**config.mk**
```make
export PLATFORM = sky130hd
export DESIGN_NAME = band_doa_packer
export DESIGN_NICKNAME = d
export VERILOG_FILES = /design/src/rtl/band_doa_packer.sv
export SDC_FILE = /design/constraint.sdc
export NUM_CORES = 1
export LEC_CHECK = 0
export CAP_MARGIN = 20
export CORE_ASPECT_RATIO = 2
export CORE_MARGIN = 3
export CORE_UTILIZATION = 59
export DETAILED_ROUTE_END_ITERATION = 8
export PLACE_DENSITY = 0.75
export SYNTH_ARGS = -nofsm -noshare
export SYNTH_HDL_FRONTEND = slang
export SYNTH_SLANG_ARGS = --single-unit
export TNS_END_PERCENT = 1
```
**constraint.sdc**
```tcl
create_clock -name clk -period 13.6 [get_ports clk]
set_clock_uncertainty 0.2 [all_clocks]
set_input_delay 1.36 -clock clk [delete_from_list [all_inputs] [get_ports clk]]
set_output_delay 1.36 -clock clk [all_outputs]
set_load 0.005 [all_outputs]
```
**src/rtl/band_doa_packer.sv**
```systemverilog
// Packs per-band dominant eigenvector results into framed stream words.
// Two banks ping-pong: one captures bands while the other is serialized out.
module band_doa_packer #(
  parameter int DIN_WIDTH = 32,
  parameter int BANDS     = 4
) (
  input  logic                        clk,
  input  logic                        rst,
  input  logic signed [DIN_WIDTH-1:0] lamb1,
  input  logic signed [DIN_WIDTH-1:0] lamb2,
  input  logic signed [DIN_WIDTH-1:0] eigen1_y,
  input  logic signed [DIN_WIDTH-1:0] eigen2_y,
  input  logic signed [DIN_WIDTH-1:0] eigen_x,
  input  logic                        din_valid,
  input  logic                        din_error,
  input  logic [((BANDS > 1) ? $clog2(BANDS) : 1)-1:0] band_in,
  output logic [DIN_WIDTH-1:0]        dout,
  output logic                        dout_valid,
  input  logic                        dout_ready,
  output logic                        dout_last,
  output logic                        overrun
);

  localparam int BW = (BANDS > 1) ? $clog2(BANDS) : 1;

  typedef enum logic [1:0] {IDLE, HEADER, PAYLOAD} state_t;

  state_t          state, state_next;
  logic [BW-1:0]   band_cnt, band_cnt_next;
  logic [1:0]      field_cnt, field_cnt_next;
  logic            start_q, start_next;
  logic            cap_sel;
  logic [BANDS-1:0] mask [2];
  logic [15:0]     frame_cnt;

  logic [DIN_WIDTH-1:0] y_mem [2][BANDS];
  logic [DIN_WIDTH-1:0] x_mem [2][BANDS];
  logic [DIN_WIDTH-1:0] p_mem [2][BANDS];
  logic [BANDS-1:0]     err_mem [2];

  logic [DIN_WIDTH-1:0] sel_y, sel_p, hdr;
  logic [BANDS-1:0]     band_bit;
  logic send_sel, band_ok, cap_full, free, hs, last_hs;
  logic swap_now, pending, cap_bank, cap_we, drop;

  assign sel_y    = (lamb1 >= lamb2) ? eigen1_y : eigen2_y;
  assign sel_p    = (lamb1 >= lamb2) ? lamb1 : lamb2;
  assign band_ok  = ({1'b0, band_in} < (BW+1)'(BANDS));
  assign band_bit = BANDS'(1) << band_in;
  assign send_sel = ~cap_sel;

  // A full capture mask is a completed frame; it swaps in as soon as the
  // sender is free (idle with nothing launching, or finishing its last word).
  assign cap_full = &mask[cap_sel];
  assign hs       = dout_valid && dout_ready;
  assign last_hs  = hs && dout_last;
  assign free     = (state == IDLE) && !start_q;
  assign swap_now = cap_full && (free || last_hs);
  assign pending  = cap_full && !swap_now;
  assign cap_bank = cap_sel ^ swap_now;
  assign cap_we   = din_valid && !rst && band_ok && !pending;
  assign drop     = din_valid && !rst && pending;

  // NOTE: sample storage has no reset; the masks alone say which entries are live.
  always_ff @(posedge clk) begin
    if (cap_we) begin
      y_mem[cap_bank][band_in]   <= sel_y;
      x_mem[cap_bank][band_in]   <= eigen_x;
      p_mem[cap_bank][band_in]   <= sel_p;
      err_mem[cap_bank][band_in] <= din_error;
    end
  end

  // NOTE: state uses non-blocking assignments so every register sees pre-edge values.
  always_ff @(posedge clk) begin
    if (rst) begin
      state     <= IDLE;
      band_cnt  <= '0;
      field_cnt <= '0;
      start_q   <= 1'b0;
      cap_sel   <= 1'b0;
      mask[0]   <= '0;
      mask[1]   <= '0;
      frame_cnt <= '0;
      overrun   <= 1'b0;
    end else begin
      state     <= state_next;
      band_cnt  <= band_cnt_next;
      field_cnt <= field_cnt_next;
      start_q   <= start_next;
      if (swap_now) begin
        cap_sel        <= ~cap_sel;
        mask[send_sel] <= cap_we ? band_bit : '0;
      end else if (cap_we) begin
        mask[cap_sel] <= mask[cap_sel] | band_bit;
      end
      if (last_hs) frame_cnt <= frame_cnt + 16'd1;
      if (drop)    overrun   <= 1'b1;
    end
  end

  always_comb begin
    hdr = '0;
    hdr[DIN_WIDTH-1 -: 16] = frame_cnt;
    hdr[BANDS-1:0]         = err_mem[send_sel];
  end

  // NOTE: every always_comb output gets a default first so no latch is inferred.
  always_comb begin
    state_next     = state;
    band_cnt_next  = band_cnt;
    field_cnt_next = field_cnt;
    start_next     = start_q;
    dout_valid     = 1'b0;
    dout_last      = 1'b0;
    dout           = '0;

    if (swap_now && free) start_next = 1'b1;

    case (state)
      IDLE: begin
        if (start_q) begin
          state_next = HEADER;
          start_next = 1'b0;
        end
      end
      HEADER: begin
        dout_valid = 1'b1;
        dout       = hdr;
        if (hs) begin
          state_next     = PAYLOAD;
          band_cnt_next  = '0;
          field_cnt_next = '0;
        end
      end
      PAYLOAD: begin
        dout_valid = 1'b1;
        dout_last  = (band_cnt == BW'(BANDS - 1)) && (field_cnt == 2'd2);
        case (field_cnt)
          2'd0:    dout = y_mem[send_sel][band_cnt];
          2'd1:    dout = x_mem[send_sel][band_cnt];
          default: dout = p_mem[send_sel][band_cnt];
        endcase
        if (hs) begin
          if (dout_last) begin
            // A pending frame swaps in on this same edge, keeping the stream gapless.
            state_next = swap_now ? HEADER : IDLE;
          end else if (field_cnt == 2'd2) begin
            field_cnt_next = '0;
            band_cnt_next  = band_cnt + BW'(1);
          end else begin
            field_cnt_next = field_cnt + 2'd1;
          end
        end
      end
      default: state_next = IDLE;
    endcase
  end

endmodule

```
; ---- Yosys cells after proc, flatten, opt, wreduce, memory -nomap -nowiden
; Memories as Yosys holds them, arrays and structs flattened. A register that Yosys moved wholly into a read port is not among the register bits.
; Index checks and enable logic that the tools add are counted.
; Widths: inputs -> output; s select.
[totals]
regBits = 25
mem_bits_rw = 784
input_bits = 167
elab_cells = 122
mem_count = 5
[classes]
n_addsub = 3
n_lt_le_gt_ge = 6
n_eq_ne = 11
n_shift = 1
muxes = 57
n_bitwise = 5
reduce_logical = 27
[mem_list]
columns = name, depth, width, rd, rd_clocked_by_memory_dff, write_ports, line_no
row1 = p_mem, 2, 128, 1, 0, 1, 38  ; logic [DIN_WIDTH-1:0] p_mem [2][BANDS];
row2 = x_mem, 2, 128, 1, 0, 1, 37  ; logic [DIN_WIDTH-1:0] x_mem [2][BANDS];
row3 = y_mem, 2, 128, 1, 0, 1, 36  ; logic [DIN_WIDTH-1:0] y_mem [2][BANDS];
row4 = err_mem, 2, 4, 1, 0, 1, 39  ; logic [BANDS-1:0] err_mem [2];
row5 = mask, 2, 4, 1, 1, 2, 33  ; logic [BANDS-1:0] mask [2];
[op_table]
columns = cell, n
row1 = $mux 32, 9
row2 = $bmux 32 s2, 3
row3 = $mux 128, 1
row4 = $pmux 32 s2, 2
row5 = $demux 32 s2, 1
row6 = $ge 32x32->1, 1
row7 = $mux 1, 22
row8 = $mux 2, 11
row9 = $add 16x1->16 const B, 1
row10 = $mux 4, 4
row11 = $logic_and 1x1->1, 12
row12 = $ne 2x2->1 const B, 6
row13 = $reduce_and 4->1, 3
row14 = $pmux 2 s2, 2
row15 = $reduce_or 4->1, 2
row16 = $eq 2x2->1 const B, 3
row17 = $ge 3x3->1 const B, 2
row18 = $not 2->3, 2
row19 = $pmux 2 s3, 1
row20 = $reduce_and 5->1, 1
row21 = $add 2x1->2 const B, 2
row22 = $eq 2x1->1 const B, 2
row23 = $logic_not 1->1, 4
row24 = $logic_not 2->1, 2
row25 = other kinds (11), 11

; ---- Logic depth before layout (Yosys ltp)
; Gate-level depths: netlist (run 1).
[logic_depth]
ltp_word = 17
depth_mapped = 9
mapped_depth_nobuf = 8

; ---- Worst setup path before layout (run 1)
; Ideal clock, no wire load.
[synth_path]
kind = input to register
start = input dout_ready
end = memory err_mem[1][0], enable pin
arrival_ns = 11.496
setup_slack_ns = 1.102
stages = 5
n_path_buf = 0
cell_sequence = nand3_1 o21ai_0 o21a_1 xnor2_1 nor4_1
[synth_via]
elab_chain_cells = 10
[synth_rtl]
columns = item, line_no
row1 = start: declaration, 19  ; input logic dout_ready,
row2 = $logic_and 1x1->1 *, 55  ; assign hs = dout_valid && dout_ready;
row3 = $logic_and 1x1->1 *, 56  ; assign last_hs = hs && dout_last;
row4 = $logic_or 1x1->1 *, 58  ; assign swap_now = cap_full && (free || last_hs);
row5 = $logic_and 1x1->1 *, 58
row6 = $logic_not 1->1, 59  ; assign pending = cap_full && !swap_now;
row7 = $logic_and 1x1->1, 59
row8 = $logic_not 1->1, 61  ; assign cap_we = din_valid && !rst && band_ok && !pending;
row9 = $logic_and 1x1->1, 61
row10 = $mux 1, 66  ; if (cap_we) begin
row11 = $mux 4 (not written as such), 70  ; err_mem[cap_bank][band_in] <= din_error;
row12 = end: declaration, 39
; Mark *: on every way between the ends. The rest lies on a longest branch, timed or not.

; ---- Worst setup path after layout (run 1)
[layout_path]
start = register band_cnt[0]
end = output dout[31]
[layout_via]
elab_chain_cells = 6
[layout_rtl]
columns = item, line_no
row1 = start: declaration, 29  ; logic [BW-1:0] band_cnt, band_cnt_next;
row2 = start signal: assignment, 88  ; band_cnt <= band_cnt_next;
row3 = $not 2->3 (not written as such) *, "140, 141, 142"
row4 = "$bmux 32 s2, on equally long branches", "142, 140, 141"
row5 = "$mux 32, on equally long branches (2 in series)", "142, 140, 141"
row6 = $pmux 32 s2 *, 139  ; case (field_cnt)
row7 = $pmux 32 s2 *, 120  ; case (state)
row8 = end: declaration, 17  ; output logic [DIN_WIDTH-1:0] dout,
; Mark *: on every way between the ends. The rest lies on a longest branch, timed or not. The select of a mux whose other input is x is not followed.

==> impl_metrics.tcl, run 1 <==
set metrics [dict create \
    status "complete, no violations" \
    mostFrequentLayoutCells "edfxtp_1, mux4_2, clkdlybuf4s50_1, mux2_2, clkbuf_16" \
    cts_inserted_buffers 68 \
    clkPwrFrac 0.393 \
    vias_per_cell 6.34 \
    start_kind "flip-flop" \
    ys_types 46 \
    seq_area_frac_synth 0.731 \
    synth_area_sq_mm 0.0329 \
    pwr-share-comb 0.049 \
    r2r_end "x_mem[1][2]" \
    ctsResizeCount 0 \
    vias 16700 \
    holdWs_ns 0.271 \
    final.min_clock_period_ns 6.68 \
    htreeDepth 3 \
    synth-edff-count 784 \
    hold_depth 2 \
    dieArea_sq_mm 0.0588 \
    period_share 0.491 \
    tightest_slew_ns 1.07 \
    firstDrtPassIters 5 \
    die_h_um 340 \
    async_flop_share 0 \
    layout-area-overhead-vs-synth_pct 15.6 \
    synth_warnings 0 \
    synth_top_family_by_area "multiplexers" \
    drv_cap 0 \
    drive_above_1_share 0.236 \
    hold-path-endpoint "overrun" \
    cts_tree "built" \
    hold_start "overrun" \
    final_max_slew_viol_count 0 \
    max-clock-path-buffers 3 \
    setup_viol_count_final 0 \
    rows 121 \
    grt_pass1_vias 18200 \
    max-vdd-ir-drop_v 0.000111 \
    synth-seq-cells 810 \
    critPathKind "flip-flop to output pin" \
    routed_wirelength_mm 74.1 \
    wl_per_cell_um 28.2 \
    postSynthAreaPerCell_sq_um 20.4 \
    track_usage 0.255 \
    antenna_found_initial 3 \
    gr-total-overflow 0 \
    relSlewSlack 0.287 \
    regToRegStartpoint "band_cnt[0]" \
    grt_max_degree 72 \
    r2r_cells 8 \
    finalHoldViolCount 0 \
    place_inst 2503 \
    hold_buffers 0 \
    synth-compound-area-share 0.0227 \
    required_ns 12.04 \
    fmax_mhz 150 \
    seq_power_share 0.558 \
    synth_mux_area_frac 0.188 \
    hp-class "flip-flop to flip-flop" \
    clk_latency_ns 0.60 \
    layout_commonest_cell "edfxtp_1" \
    power_leakage_nw 11.8 \
    dr.first_iter.drc_count 1443 \
    grt_first_pass_wirelength_mm 112 \
    ys.flop_type "edfxtp_1" \
    cp-end-kind "output pin" \
    ctsRootBufferMaster "clkbuf_16" \
    synthAdderAreaFrac 0.0148 \
    initial_core_util 0.600 \
    nets 2042 \
    post-dp-hpwl_mm 45.1 \
    io_buffers 201 \
    synth-xor-area-share 0.00373 \
    p_int_w 0.00402 \
    synth_cells 1612 \
    drc_errors 0 \
    cts.sink_count 810 \
    clkTransAtPathRegs_ns 0.06 \
    synth_fp_nets 1818 \
    synthSimpleGateAreaFrac 0.0238 \
    core-area_sq_mm 0.0548 \
    power_density_mw_per_mm2 132 \
    r2r_slack_ns 8.22 \
    finalWeightedCongestion 0.798 \
    fin_cells 2630 \
    p_sw_frac 0.203 \
    fp.dieW_um 173 \
    drtAntennaViolNets 0 \
    netSwitchingPower_w 0.00102 \
    tns_ns 0 \
    worst_ep_arrival_time_ns 5.12 \
    io_pins 202 \
    path_max_fanout 71 \
    post_cts_buffers 0 \
    rsz0062_at_grt "false" \
]
-- critical path, cell delays in order (launching register included) --
cell and delay, ns:
dfxtp_4 1.02, buf_4 0.79, buf_4 0.88, mux4_2 0.42, mux4_2 0.49, o21ai_0 0.18
nand2_1 0.15, clkdlybuf4s50_1 0.48
-- sequential cells by signal, indices dropped and copies added, names as in the netlist, named ones only --
signal and cells:
p_mem 256, x_mem 256, y_mem 256, frame_cnt 16
err_mem 8, mask 8, band_cnt 2, field_cnt 2
state 2, cap_sel 1, overrun 1, start_q 1
-- power groups by stage --
stage	clock (W)	sequential, W	combinational, W
final	0.00198	0.00281	0.000248
after global routing	0.00210	0.00281	0.000266
after CTS	0.00201	0.00281	0.000248
after detailed placement	0	0.00287	0.000247
after global placement	0	0.00286	0.000237
after floorplan	0	0.00287	0.000125
-- cells by family (layout without fill, tap and decap cells) --
| group | Yosys count | in the layout |
|---|---|---|
| DFF | 810 | 810 |
| muxes | 345 | 345 |
| and+or+nand+nor | 165 | 165 |
| buffers and inverters | 120 | 398 |
| AOI/OAI and AO/OA | 119 | 119 |
| adders and majority gates | 39 | 39 |
| xor gates and xnor gates | 14 | 14 |
| other | 0 | 2 |
-- area by class of cell --
type,instances,area [sq um]
Sequential cell,810,24100
Fill cell,3490,16800
Multi-Input combinational cell,682,8370
Timing Repair Buffer,232,2260
Clock buffer,85,1830
Tap cell,738,923
Clock inverter,39,424
Inverter,42,158
Antenna cell,2,5.00
-- synthesized netlist by cell type, types with 7 or more instances --
cell      count  area, sq um
edfxtp_1    784        23500
mux4_2      208         4680
mux2_2       87          980
nand2_1      58          218
mux2i_1      45          450
inv_1        42          158
nor2_1       40          150
clkbuf_1     39          146
ha_1         39          488
a21oi_1      37          185
o21ai_0      30          150
dfxtp_1      26          521
buf_2        24          120
a211oi_1     17          128
o22ai_1      12         75.1
nand4_1      11         68.8
nand3_1      10         50.1
nor2b_1      10         62.6
and2_1        9         56.3
buf_1         8         30.0
xnor2_1       7         61.3
xor2_1        7         61.3
-- metal layers --
metal  GRT usage  part of all wire
met1       0.308              0.36
met2       0.464              0.55
met3      0.0323             0.055
met4       0.106             0.038
met5           0           0.00011
-- worst max path at each step --
stage / start / endpoint / slack, ns / depth (start not counted)
2_1_floorplan: dout_ready / err_mem[1][0] / 1.10 / 5
3_5_place_dp: band_cnt[0] / dout[31] / 7.49 / 7
6_report: band_cnt[0] / dout[31] / 6.92 / 7
4_1_cts: band_cnt[0] / dout[31] / 6.82 / 7
5_1_grt: band_cnt[0] / dout[31] / 6.66 / 7
3_3_place_gp: band_cnt[0] / dout[31] / 7.51 / 7
-- through the flow --
step / worst slack [ns] / cell area, sq um / total power (W) / util
after floorplan: 1.10 / 32900 / 0.00299 / -
after CTS: 6.82 / 38000 / 0.00507 / 0.694
final: 6.92 / 38100 / 0.00504 / 0.694
after global routing: 6.66 / 38100 / 0.00518 / 0.694
after global placement: 7.51 / 35800 / 0.00310 / 0.653
after detailed placement: 7.49 / 35800 / 0.00311 / 0.653
Note: power is estimated with default switching activity, not from simulation.
==> inputs of run 2 (changes only) <==
CORE_UTILIZATION = 54   (was 59)
PLACE_DENSITY = 0.72   (was 0.75)
clock period = 5.71 ns   (was 13.6 ns; I/O delays follow)
==> impl_metrics.tcl, run 2 (synthesized netlist as in run 1, its figures left out) <==
set metrics [dict create \
    pre_cts_ws_ns 1.39 \
    drtAntennaViolNets 0 \
    vias_per_cell 6.18 \
    htreeDepth 3 \
    tightest_slew_ns 1.05 \
    tns_ns 0 \
    cts_tree "built" \
    required_ns 4.94 \
    io_buffers 201 \
    met2_length_mm 40.9 \
    setup_viol_count_final 0 \
    routed_wirelength_mm 76.2 \
    grt_max_degree 98 \
    final.min_clock_period_ns 4.70 \
    gr-total-overflow 0 \
    track_usage 0.239 \
    hp-class "flip-flop to flip-flop" \
    drc_errors 0 \
    status "complete, no violations" \
    vias 16600 \
    cp-end-kind "output pin" \
    wl_per_cell_um 28.4 \
    max-vdd-ir-drop_v 0.000288 \
    io_pins 202 \
    max-clock-path-buffers 3 \
    power_leakage_nw 12.0 \
    hold_buffers 0 \
    critPathKind "flip-flop to output pin" \
    start_kind "flip-flop" \
    nets 2055 \
    cts_inserted_buffers 70 \
    fmax_mhz 213 \
    grt_first_pass_wirelength_mm 114 \
    grt_pass1_vias 17800 \
    cts.sink_count 810 \
    initial_core_util 0.548 \
    antenna_found_initial 4 \
    clk_latency_ns 0.61 \
    routed.top_layer "met5" \
    fp.dieW_um 181 \
    rsz0062_at_grt "false" \
    drive_above_1_share 0.243 \
    holdWs_ns 0.268 \
    rows 127 \
    post-dp-hpwl_mm 46.8 \
    period_share 0.824 \
    relSlewSlack 0.293 \
    ctsRootBufferMaster "clkbuf_16" \
    layout_commonest_cell "edfxtp_1" \
    fin_ws_ns 1.01 \
    core-area_sq_mm 0.0601 \
    top_regs "p_mem (256), x_mem (256), y_mem (256)" \
    firstDrtPassIters 5 \
    drv_cap 0 \
    ctsResizeCount 0 \
    final_max_slew_viol_count 0 \
    dieArea_sq_mm 0.0641 \
    utilization 0.639 \
    worst_ep_arrival_time_ns 3.93 \
    mostFrequentLayoutCells "edfxtp_1, mux4_2, clkdlybuf4s50_1, mux2_2, clkbuf_16" \
    dr.first_iter.drc_count 1566 \
    layout-area-overhead-vs-synth_pct 16.7 \
    clkTransAtPathRegs_ns 0.07 \
    finalHoldViolCount 0 \
    path_max_fanout 38 \
    finalWeightedCongestion 0.861 \
    power_density_mw_per_mm2 316 \
    routed-wl-met3_mm 4.62 \
    drt-met1-wl_mm 27.6 \
    post_cts_buffers 0 \
    die_h_um 355 \
]
[run 2: changes by cell type in the layout (fill, tap and decap cells not counted), sizes merged]
cell,before,now
clkinv,23,24
inv,47,48
buf,31,42
clkbuf,85,90
clkinvlp,3,0
diode,2,3
[run 2: path summary, 6_finish.rpt]
path              startpoint           to  slack, ns  depth (start not counted)
setup / recovery     cap_sel     dout[20]       1.01                          6
hold / removal       overrun      overrun       0.27                          2
hold reg to reg      overrun      overrun       0.27                          2
setup reg to reg    state[0]  p_mem[0][9]       1.43                          8
[run 2: area by class of cell]
class                   instances  area [sq um]
flip-flops and latches        810         24100
multi-input cells             682          8390
clock inverters                38           407
well taps                     774           968
diodes                          3          7.51
clock buffers                  90          1940
fillers                      4016         21700
inverters                      42           158
repair buffers                243          2450
[run 2: routing by layer]
layer,vias to the layer above,global-route usage
met1,8651,0.290
met2,654,0.428
met4,6,0.0993
met5,-,0
met3,137,0.0386
li1,7128,-
[run 2: critical path, stage by stage (launching register included)]
cell	delay [ns]
dfxtp_4	0.88
buf_4	0.58
mux4_2	0.58
mux4_2	0.45
o21ai_0	0.16
nand2_1	0.15
clkdlybuf4s50_1	0.48
[run 2: stage by stage]
step           total power [W]  std cells  area [sq um]
2_1_floorplan          0.00712       1612         32900
3_3_place_gp           0.00738       2551         36000
3_5_place_dp           0.00741       2551         36000
4_1_cts                 0.0122       2679         38400
5_1_grt                 0.0125       2679         38400
6_report                0.0121       2682         38400
[run 2: power by group]
| group | switching, W | internal [W] | total, W | leakage (nW) |
|---|---|---|---|---|
| logic | 0.000346 | 0.000239 | 0.000585 | 3.51 |
| registers | 0.0000204 | 0.00667 | 0.00669 | 7.31 |
| clock network | 0.00206 | 0.00278 | 0.00484 | 1.16 |
| total | 0.00243 | 0.00970 | 0.0121 | 12.0 |
